**src/rtl/dmem_arbiter_pkg.sv**
```systemverilog
// Shared types for the data-RAM arbiter: owner state,
// response tag and hold counter width.
package dmem_arbiter_pkg;

  typedef enum logic [1:0] {
    OWN_NONE = 2'd0,
    OWN_CPU  = 2'd1,
    OWN_LD   = 2'd2
  } owner_e;

  typedef enum logic {
    TAG_CPU = 1'b0,
    TAG_LD  = 1'b1
  } tag_e;

  localparam int HOLD_W = 8;

endpackage

```
**src/rtl/dmem_arbiter_rr_pick2.sv**
```systemverilog
// Two-way winner select: round-robin with loader lock,
// overridden once the holder has used up its hold budget.
module rr_pick2
  import dmem_arbiter_pkg::*;
(
  input  logic       req0_i,
  input  logic       req1_i,
  input  owner_e     owner_i,
  input  logic       lock_i,
  input  logic       hold_expired_i,
  output logic [1:0] gnt_o
);

  always_comb begin
    gnt_o = 2'b00;
    unique case (1'b1)
      (req0_i & ~req1_i): gnt_o = 2'b01;
      (req1_i & ~req0_i): gnt_o = 2'b10;
      (req0_i & req1_i): begin
        unique case (owner_i)
          OWN_CPU: gnt_o = 2'b10;
          OWN_LD: begin
            if (lock_i & ~hold_expired_i) gnt_o = 2'b10;
            else                          gnt_o = 2'b01;
          end
          default: gnt_o = 2'b01;
        endcase
      end
      default: gnt_o = 2'b00;
    endcase
  end

endmodule

```
**src/rtl/dmem_arbiter.sv**
```systemverilog
// Shares the data RAM between the CPU load/store path and
// the loader port; read data returns one cycle after grant.
module dmem_arbiter
  import dmem_arbiter_pkg::*;
#(
  parameter int unsigned MAX_HOLD = 8,
  parameter int unsigned ADDR_W   = 32
) (
  input  logic              clk,
  input  logic              rstn,
  input  logic              i_CpuReq_1,
  input  logic              i_CpuWe_1,
  input  logic [ADDR_W-1:0] i_CpuAddr_32,
  input  logic [31:0]       i_CpuWdata_32,
  output logic              o_CpuGnt_1,
  output logic              o_CpuStall_1,
  output logic              o_CpuRvalid_1,
  output logic [31:0]       o_CpuRdata_32,
  input  logic              i_LdReq_1,
  input  logic              i_LdWe_1,
  input  logic [ADDR_W-1:0] i_LdAddr_32,
  input  logic [31:0]       i_LdWdata_32,
  input  logic              i_LdLock_1,
  output logic              o_LdGnt_1,
  output logic              o_LdRvalid_1,
  output logic [31:0]       o_LdRdata_32,
  output logic [ADDR_W-1:0] o_MemAddr_32,
  output logic [31:0]       o_MemWdata_32,
  output logic              o_MemWe_1,
  input  logic [31:0]       i_MemRdata_32
);

  localparam logic [HOLD_W-1:0] HOLD_MAX = HOLD_W'(MAX_HOLD);

  logic [1:0]        pick;
  logic [1:0]        gnt;
  owner_e            owner_q, owner_d;
  logic [HOLD_W-1:0] hold_q, hold_d;
  logic              hold_expired;
  logic              win_we;
  logic              other_wait;
  logic              rvalid_q, rvalid_d;
  tag_e              tag_q, tag_d;
  logic [31:0]       cpu_rdata_q, cpu_rdata_d;
  logic [31:0]       ld_rdata_q, ld_rdata_d;

  assign hold_expired = (hold_q >= HOLD_MAX);

  rr_pick2 u_pick (
    .req0_i         (i_CpuReq_1),
    .req1_i         (i_LdReq_1),
    .owner_i        (owner_q),
    .lock_i         (i_LdLock_1),
    .hold_expired_i (hold_expired),
    .gnt_o          (pick)
  );

  // Grants must vanish the moment reset asserts, not at the next edge.
  assign gnt          = pick & {2{rstn}};
  assign o_CpuGnt_1   = gnt[0];
  assign o_LdGnt_1    = gnt[1];
  assign o_CpuStall_1 = i_CpuReq_1 & ~gnt[0];
  assign o_MemWe_1    = win_we;

  always_comb begin
    o_MemAddr_32  = '0;
    o_MemWdata_32 = '0;
    win_we        = 1'b0;
    other_wait    = 1'b0;
    owner_d       = owner_q;
    if (gnt[0]) begin
      o_MemAddr_32  = i_CpuAddr_32;
      o_MemWdata_32 = i_CpuWdata_32;
      win_we        = i_CpuWe_1;
      other_wait    = i_LdReq_1;
      owner_d       = OWN_CPU;
    end else if (gnt[1]) begin
      o_MemAddr_32  = i_LdAddr_32;
      o_MemWdata_32 = i_LdWdata_32;
      win_we        = i_LdWe_1;
      other_wait    = i_CpuReq_1;
      owner_d       = OWN_LD;
    end
  end

  always_comb begin
    hold_d = '0;
    if ((|gnt) && (owner_d == owner_q) && other_wait) begin
      if (hold_expired) hold_d = hold_q;
      else              hold_d = hold_q + HOLD_W'(1);
    end
  end

  always_comb begin
    rvalid_d    = (|gnt) & ~win_we;
    tag_d       = tag_q;
    cpu_rdata_d = cpu_rdata_q;
    ld_rdata_d  = ld_rdata_q;
    if (gnt[0] & ~i_CpuWe_1) begin
      tag_d       = TAG_CPU;
      cpu_rdata_d = i_MemRdata_32;
    end else if (gnt[1] & ~i_LdWe_1) begin
      tag_d      = TAG_LD;
      ld_rdata_d = i_MemRdata_32;
    end
  end

  always_ff @(posedge clk or negedge rstn) begin
    if (!rstn) begin
      owner_q     <= OWN_NONE;
      hold_q      <= '0;
      rvalid_q    <= 1'b0;
      tag_q       <= TAG_CPU;
      cpu_rdata_q <= '0;
      ld_rdata_q  <= '0;
    end else begin
      owner_q     <= owner_d;
      hold_q      <= hold_d;
      rvalid_q    <= rvalid_d;
      tag_q       <= tag_d;
      cpu_rdata_q <= cpu_rdata_d;
      ld_rdata_q  <= ld_rdata_d;
    end
  end

  assign o_CpuRvalid_1 = rvalid_q & (tag_q == TAG_CPU);
  assign o_LdRvalid_1  = rvalid_q & (tag_q == TAG_LD);
  assign o_CpuRdata_32 = cpu_rdata_q;
  assign o_LdRdata_32  = ld_rdata_q;

endmodule
```
**config.mk**
```make
export PLATFORM = sky130hd
export DESIGN_NAME = dmem_arbiter
export DESIGN_NICKNAME = d
export VERILOG_FILES = /design/src/rtl/dmem_arbiter_pkg.sv /design/src/rtl/dmem_arbiter_rr_pick2.sv /design/src/rtl/dmem_arbiter.sv
export SDC_FILE = /design/constraint.sdc
export NUM_CORES = 1
export LEC_CHECK = 0
export CORE_MARGIN = 3
export CORE_UTILIZATION = 31
export DETAILED_ROUTE_END_ITERATION = 8
export PLACE_DENSITY = 0.76
export REMOVE_ABC_BUFFERS = 1
export SETUP_SLACK_MARGIN = 0.5
export SLEW_MARGIN = 10
export SYNTH_ARGS = -nofsm -noshare
export SYNTH_HDL_FRONTEND = slang
export SYNTH_SLANG_ARGS = --single-unit
```
**constraint.sdc**
```tcl
create_clock -name clk -period 2.81 [get_ports clk]
set_input_delay 0.562 -clock clk [delete_from_list [all_inputs] [get_ports clk]]
set_output_delay 0.562 -clock clk [all_outputs]
set_load 0.03 [all_outputs]
```
; Word level (Yosys, flattened, before mapping)
; Index checks and enable logic that the tools add are counted.
[totals]
output_inout_bits = 134
mem_bits_rw = 0
latchBits = 0
word_cells = 54
memories = 0
register_bits = 76
romBits = 0
inputBits = 167
[op_classes]
n_shift = 0
bitwise = 20
n_div = 0
n_reduce_logical = 5
n_mux = 17
magnitude_cmp = 1
n_mul = 0
n_eq_ne = 4
addsub = 1
[ops]
columns = cell, n
row1 = 32-bit two-way mux, 4
row2 = 8-bit two-way mux, 2
row3 = 1-bit bitwise AND, 10
row4 = 1-bit inverter, 9
row5 = "8-bit by 1-bit adder with 8-bit output, second input constant", 1
row6 = "8-bit by 4-bit greater-or-equal comparator with 1-bit output, second input constant", 1
row7 = 1-bit two-way mux, 6
row8 = 2-bit two-way mux, 3
row9 = 2-bit case mux with 3 select lines, 1
row10 = 2-bit case mux with 2 select lines, 1
row11 = 2-bit bitwise AND, 1
row12 = "2-bit by 1-bit == test with 1-bit output, second input constant", 1
row13 = 2-bit == test, 1
row14 = "2-bit == test, second input constant", 1
row15 = 1-bit logical AND, 2
row16 = "2-bit != test, second input constant", 1
row17 = 2-bit AND reduction, 1
row18 = 2-bit nonzero test, 1
row19 = 2-bit OR reduction, 1

; Logic depth before layout (Yosys ltp)
[depth]
word_depth = 13
ltp_mapped = 10
mapped_depth_nobuf = 8

; Cells and area by module
; From an unflattened synthesis, not the netlist that was laid out.
[unflattened]
cells_unflattened = 282
hier_area_um2 = 3672.3
[modules_own_cells]
columns = mod, area_per_inst_um2, seq_area_each_um2, cells_each, n_inst
row1 = dmem_arbiter, 3589.7, 1901.8, 272, 1
row2 = rr_pick2, 82.6, 0.0, 10, 1

; Worst setup path before layout
; No wires, ideal clock.
[synth_path]
kind = register to output
from = reg owner_q[0]
to = out o_MemWdata_32[22]
required_time_ps = 2248
arrival_time_ps = 2978
setup_slack_ps = -730
path_stages_with_launch = 10
path_buffers = 1
cell_sequence = dfrtp_1 inv_1 ha_1 or4_1 o41a_1 a21o_1 inv_2 clkbuf_1 nand2_1 o21ai_0
[synth_via]
elab_chain_len = 6
word_cells_on_any_way = 7
classes_between = eq/ne (2) / mux (4) / bitwise (1)
[synth_rtl]
columns = element, line
row1 = from (decl), dmem_arbiter.sv:37  ; owner_e owner_q, owner_d;
row2 = from (signal assigned), dmem_arbiter.sv:117  ; owner_q <= owner_d;
row3 = 2-bit == test / 2-bit by 1-bit == test with 1-bit output (equally long branches), dmem_arbiter_rr_pick2.sv:20  ; unique case (owner_i)
row4 = 2-bit case mux with 2 select lines *, dmem_arbiter_rr_pick2.sv:20
row5 = 2-bit case mux with 3 select lines *, dmem_arbiter_rr_pick2.sv:16  ; unique case (1'b1)
row6 = 2-bit bitwise AND *, dmem_arbiter.sv:59  ; assign gnt = pick & {2{rstn}};
row7 = via o_LdGnt_1, dmem_arbiter.sv:24  ; output logic o_LdGnt_1,
row8 = 32-bit two-way mux *, dmem_arbiter.sv:77  ; end else if (gnt[1]) begin
row9 = 32-bit two-way mux *, dmem_arbiter.sv:71  ; if (gnt[0]) begin
row10 = to (decl), dmem_arbiter.sv:28  ; output logic [31:0] o_MemWdata_32,
; Mark *: on every way through the listed nets, which the timed path passes. The rest lies on a longest branch.

; Worst setup path in the final report
[layout_path]
from = reg owner_q[0]
to = out o_MemAddr_32[4]
[layout_via]
elab_chain_len = 6
word_cells_on_any_way = 7
classes_between = eq/ne (2) / mux (4) / bitwise (1)
[layout_rtl]
columns = element, line
row1 = 2-bit == test / 2-bit by 1-bit == test with 1-bit output (equally long branches), dmem_arbiter_rr_pick2.sv:20
row2 = 2-bit case mux with 2 select lines *, dmem_arbiter_rr_pick2.sv:20
row3 = 2-bit case mux with 3 select lines *, dmem_arbiter_rr_pick2.sv:16
row4 = 2-bit bitwise AND *, dmem_arbiter.sv:59
row5 = 32-bit two-way mux, dmem_arbiter.sv:77
row6 = 32-bit two-way mux *, dmem_arbiter.sv:71
row7 = to (decl), dmem_arbiter.sv:27  ; output logic [ADDR_W-1:0] o_MemAddr_32,
; Every way passes the cells marked *; elsewhere a longest branch is shown, timed or not.

==> results.py <==
metrics = {
    "run_status": {
        "status": "complete, but fails checks",
        "violations": "negative setup slack",
    },
    "placement": {
        "dp_cells": 894,
        "hpwlAfterDp_um": 12600,
        "gp_congestion": 0.913,
        "dpl_cell_area_um2": 7370,
        "port_buffers": 300,
    },
    "drt": {
        "vias": 4463,
        "drc": 0,
        "postRouteWirelength_um": 17800,
        "wl_per_cell_um": 19.2,
        "ant_nets": 0,
        "firstDrtPassIters": 6,
        "vias_per_cell": 4.80,
        "drt_iter0_markers": 262,
    },
    "job": {
        "drv_cap": 0,
    },
    "global_route": {
        "gr-usage-all-layers": 0.236,
        "grt_pass1_wl_um": 26100,
        "grt_max_degree": 77,
        "grt_overflow": 0,
        "grt_pass1_vias": 4504,
        "grt_antenna_before_repair": 1,
    },
    "timing": {
        "max_freq_mhz": 305,
        "finalSetupViolCount": 96,
        "hold_viol": 0,
        "report.final.slew_viol_count": 0,
        "timing.slew.headroom": 0.373,
        "fin_crit_ps": 3280,
        "rsz0062_at_grt": "yes",
        "fin_ws_ps": -473,
        "tightestPinTransition_ps": 940,
        "finalCritPeriodShare": 1.17,
        "fin_skew_ps": 6.20,
    },
    "floorplan": {
        "initial_core_util": 0.322,
        "core-area_um2": 12200,
        "dieHeight_um": 118,
        "die_x_um": 118,
        "fp-row-count": 40,
        "dieArea_um2": 14000,
        "pin_count": 301,
    },
    "clocking": {
        "clkSinkCount": 76,
        "clock-root-buffer": "clkbuf_16",
        "cts_buffers": 9,
        "postCtsHoldBufs": 0,
        "ctsHtreeMaxLevel": 3,
        "clockBufferDepth": 2,
        "insertion_delay_ps": 330,
        "tritoncts": "built",
        "clk_pin_slew_ps": 60,
    },
    "logic_synthesis": {
        "ys_top_cells_by_area": "dfrtp_1 (49%), nand2_1 (13%), mux2_2 (10%), mux2_1 (8.6%), o21ai_0 (8.3%)",
        "synth_top_area_cell": "dfrtp_1",
        "syn_inst": 416,
        "syn_area_per_cell_um2": 9.42,
        "yosysWarnings": 0,
        "synth_ff_type": "dfrtp_1",
        "synth_top_area_share": 0.485,
        "synth_edf_count": 0,
        "ys_seq_area_frac": 0.485,
        "async_reset_ff_frac": 1.00,
        "ys_ff_latch": 76,
        "synth_cell_type_count": 32,
        "syn_area_um2": 3920,
    },
    "critical_path": {
        "required_ps": 2250,
        "path_max_fanout": 8,
        "crit_type": "register to primary output",
        "crit_path_end_kind": "primary output",
        "cpMaxStageDelayCell": "or4_1",
        "path_depth": 12,
        "path_cells": "inv_1, ha_1, or4_1, o41a_1, a21o_1, clkinv_4, buf_12, buf_16, nand2_4, o21ai_2, buf_4, buf_12",
        "cpMostUsedCell": "buf_12",
        "ff2ff_setup_slack_ps": -50,
        "crit_path_start_kind": "register",
        "arrival_ps": 2720,
        "r2r_end": "o_LdRdata_32[28]",
        "worstReg2RegStart": "owner_q[0]",
        "crit_buf_inv": 6,
        "ff2ff_path_depth": 11,
        "critPathTopFamily": "buffers and inverters",
        "critPathMaxStageDelay_ps": 390,
    },
    "power_and_ir_drop": {
        "leakage_nw": 3.87,
        "irDropWorstVdd_uv": 861,
        "p_per_area_nw_per_um2": 892,
    },
    "finish": {
        "layout_common_cells": "clkdlybuf4s50_1 (231), nand2_1 (116), dfrtp_1 (76), buf_4 (66), mux2_4 (38)",
        "utilization": 0.703,
        "syn2layout_area_growth_pct": 118,
        "final_layout_size_suffix_gt1_frac": 0.307,
        "fin_area_um2": 8550,
        "final_common_cell": "clkdlybuf4s50_1",
        "layout.nets": 927,
        "final_cells": 930,
    },
    "min_path": {
        "holdCritPathClass": "primary input to asynchronous set/reset pin",
    },
}
[metrics by stage]
step | total power [mW] | setup WS, ps | setup TNS, ps | hold WS [ps]
after global routing | 7.97 | -638 | -43540 | 507
after floorplan | 3.89 | -4700 | -373250 | 266
final | 7.63 | -473 | -28640 | 474
after global placement | 5.81 | -218 | -8980 | 473
after CTS | 7.42 | -485 | -29450 | 492
after detailed placement | 5.90 | -294 | -12640 | 480
[layout make-up]
cell class / count / area [µm²]
Sequential cell: 76 / 1900
Antenna cell: 1 / 2.50
Fill cell: 923 / 3610
Clock inverter: 5 / 75.1
Inverter: 8 / 35.0
Tap cell: 168 / 210
Clock buffer: 11 / 243
Multi-Input combinational cell: 304 / 2290
Timing Repair Buffer: 357 / 3800
[power by group]
group          internal [mW]  switching, mW
clock                  0.797          0.418
combinational           2.18           2.37
sequential              1.58          0.282
total                   4.55           3.07
[cells in the mapped netlist (2+ instances only)]
cell and instances:
a21oi_1 2, inv_1 7, and2_1 5, mux2i_1 2, or4_1 2, clkbuf_1 14
nor3_1 2, o21ai_0 65, nand2_1 135, mux2_2 35, ha_1 4, mux2_1 30
nor2_1 6, buf_2 13, dfrtp_1 76, a21o_1 2
[worst register-to-register path, stage by stage (launching register included)]
cell      delay, ps
dfrtp_1         350
inv_1            50
ha_1            290
or4_1           390
o41a_1          340
a21o_1          220
clkinv_4        120
buf_4           130
buf_6           120
nand3b_4        190
buf_16          230
mux2_1          310
[what timing repair did]
action                     4_1_cts  5_1_grt
gates cloned                     8        2
gates resized for setup        107       98
setup endpoints to repair      140      142
pin swaps                        3       32
buffers inserted                 9        0
[layer usage]
| layer | global-route usage | routed length [µm] |
|---|---|---|
| met1 | 0.263 | 6570 |
| met2 | 0.428 | 9440 |
| met3 | 0.0837 | 1480 |
| met4 | 0.0615 | 348 |
| met5 | 0 | 0 |
[worst max-delay path by stage]
stage / start / end / slack (ps)
floorplan: rstn / o_MemAddr_32[0] / -4700
global placement: i_LdLock_1 / o_MemAddr_32[30] / -220
detailed placement: i_LdLock_1 / o_MemWdata_32[27] / -290
CTS: owner_q[0] / o_MemAddr_32[4] / -480
global route: owner_q[0] / o_MemAddr_32[10] / -640
finish: owner_q[0] / o_MemAddr_32[4] / -470
[registers in the layout, indices dropped and copies added (netlist names)]
| register | count |
|---|---|
| o_CpuRdata_32 | 32 |
| o_LdRdata_32 | 32 |
| hold_q | 8 |
| owner_q | 2 |
| rvalid_q | 1 |
| tag_q | 1 |
[logic make-up (layout without fill, tap and decap cells)]
logic type / count (synthesis) / count (layout) / share of synthesized area
other cells: 0 / 1 / 0
simple gates: 156 / 156 / 0.161
fa+ha+maj: 4 / 4 / 0.0128
buf+inv: 36 / 381 / 0.0386
mux: 67 / 67 / 0.192
xor+xnor: 2 / 2 / 0.00447
compound gates: 75 / 75 / 0.106
flops: 76 / 76 / 0.485
Power figures use the tool's default switching activity.
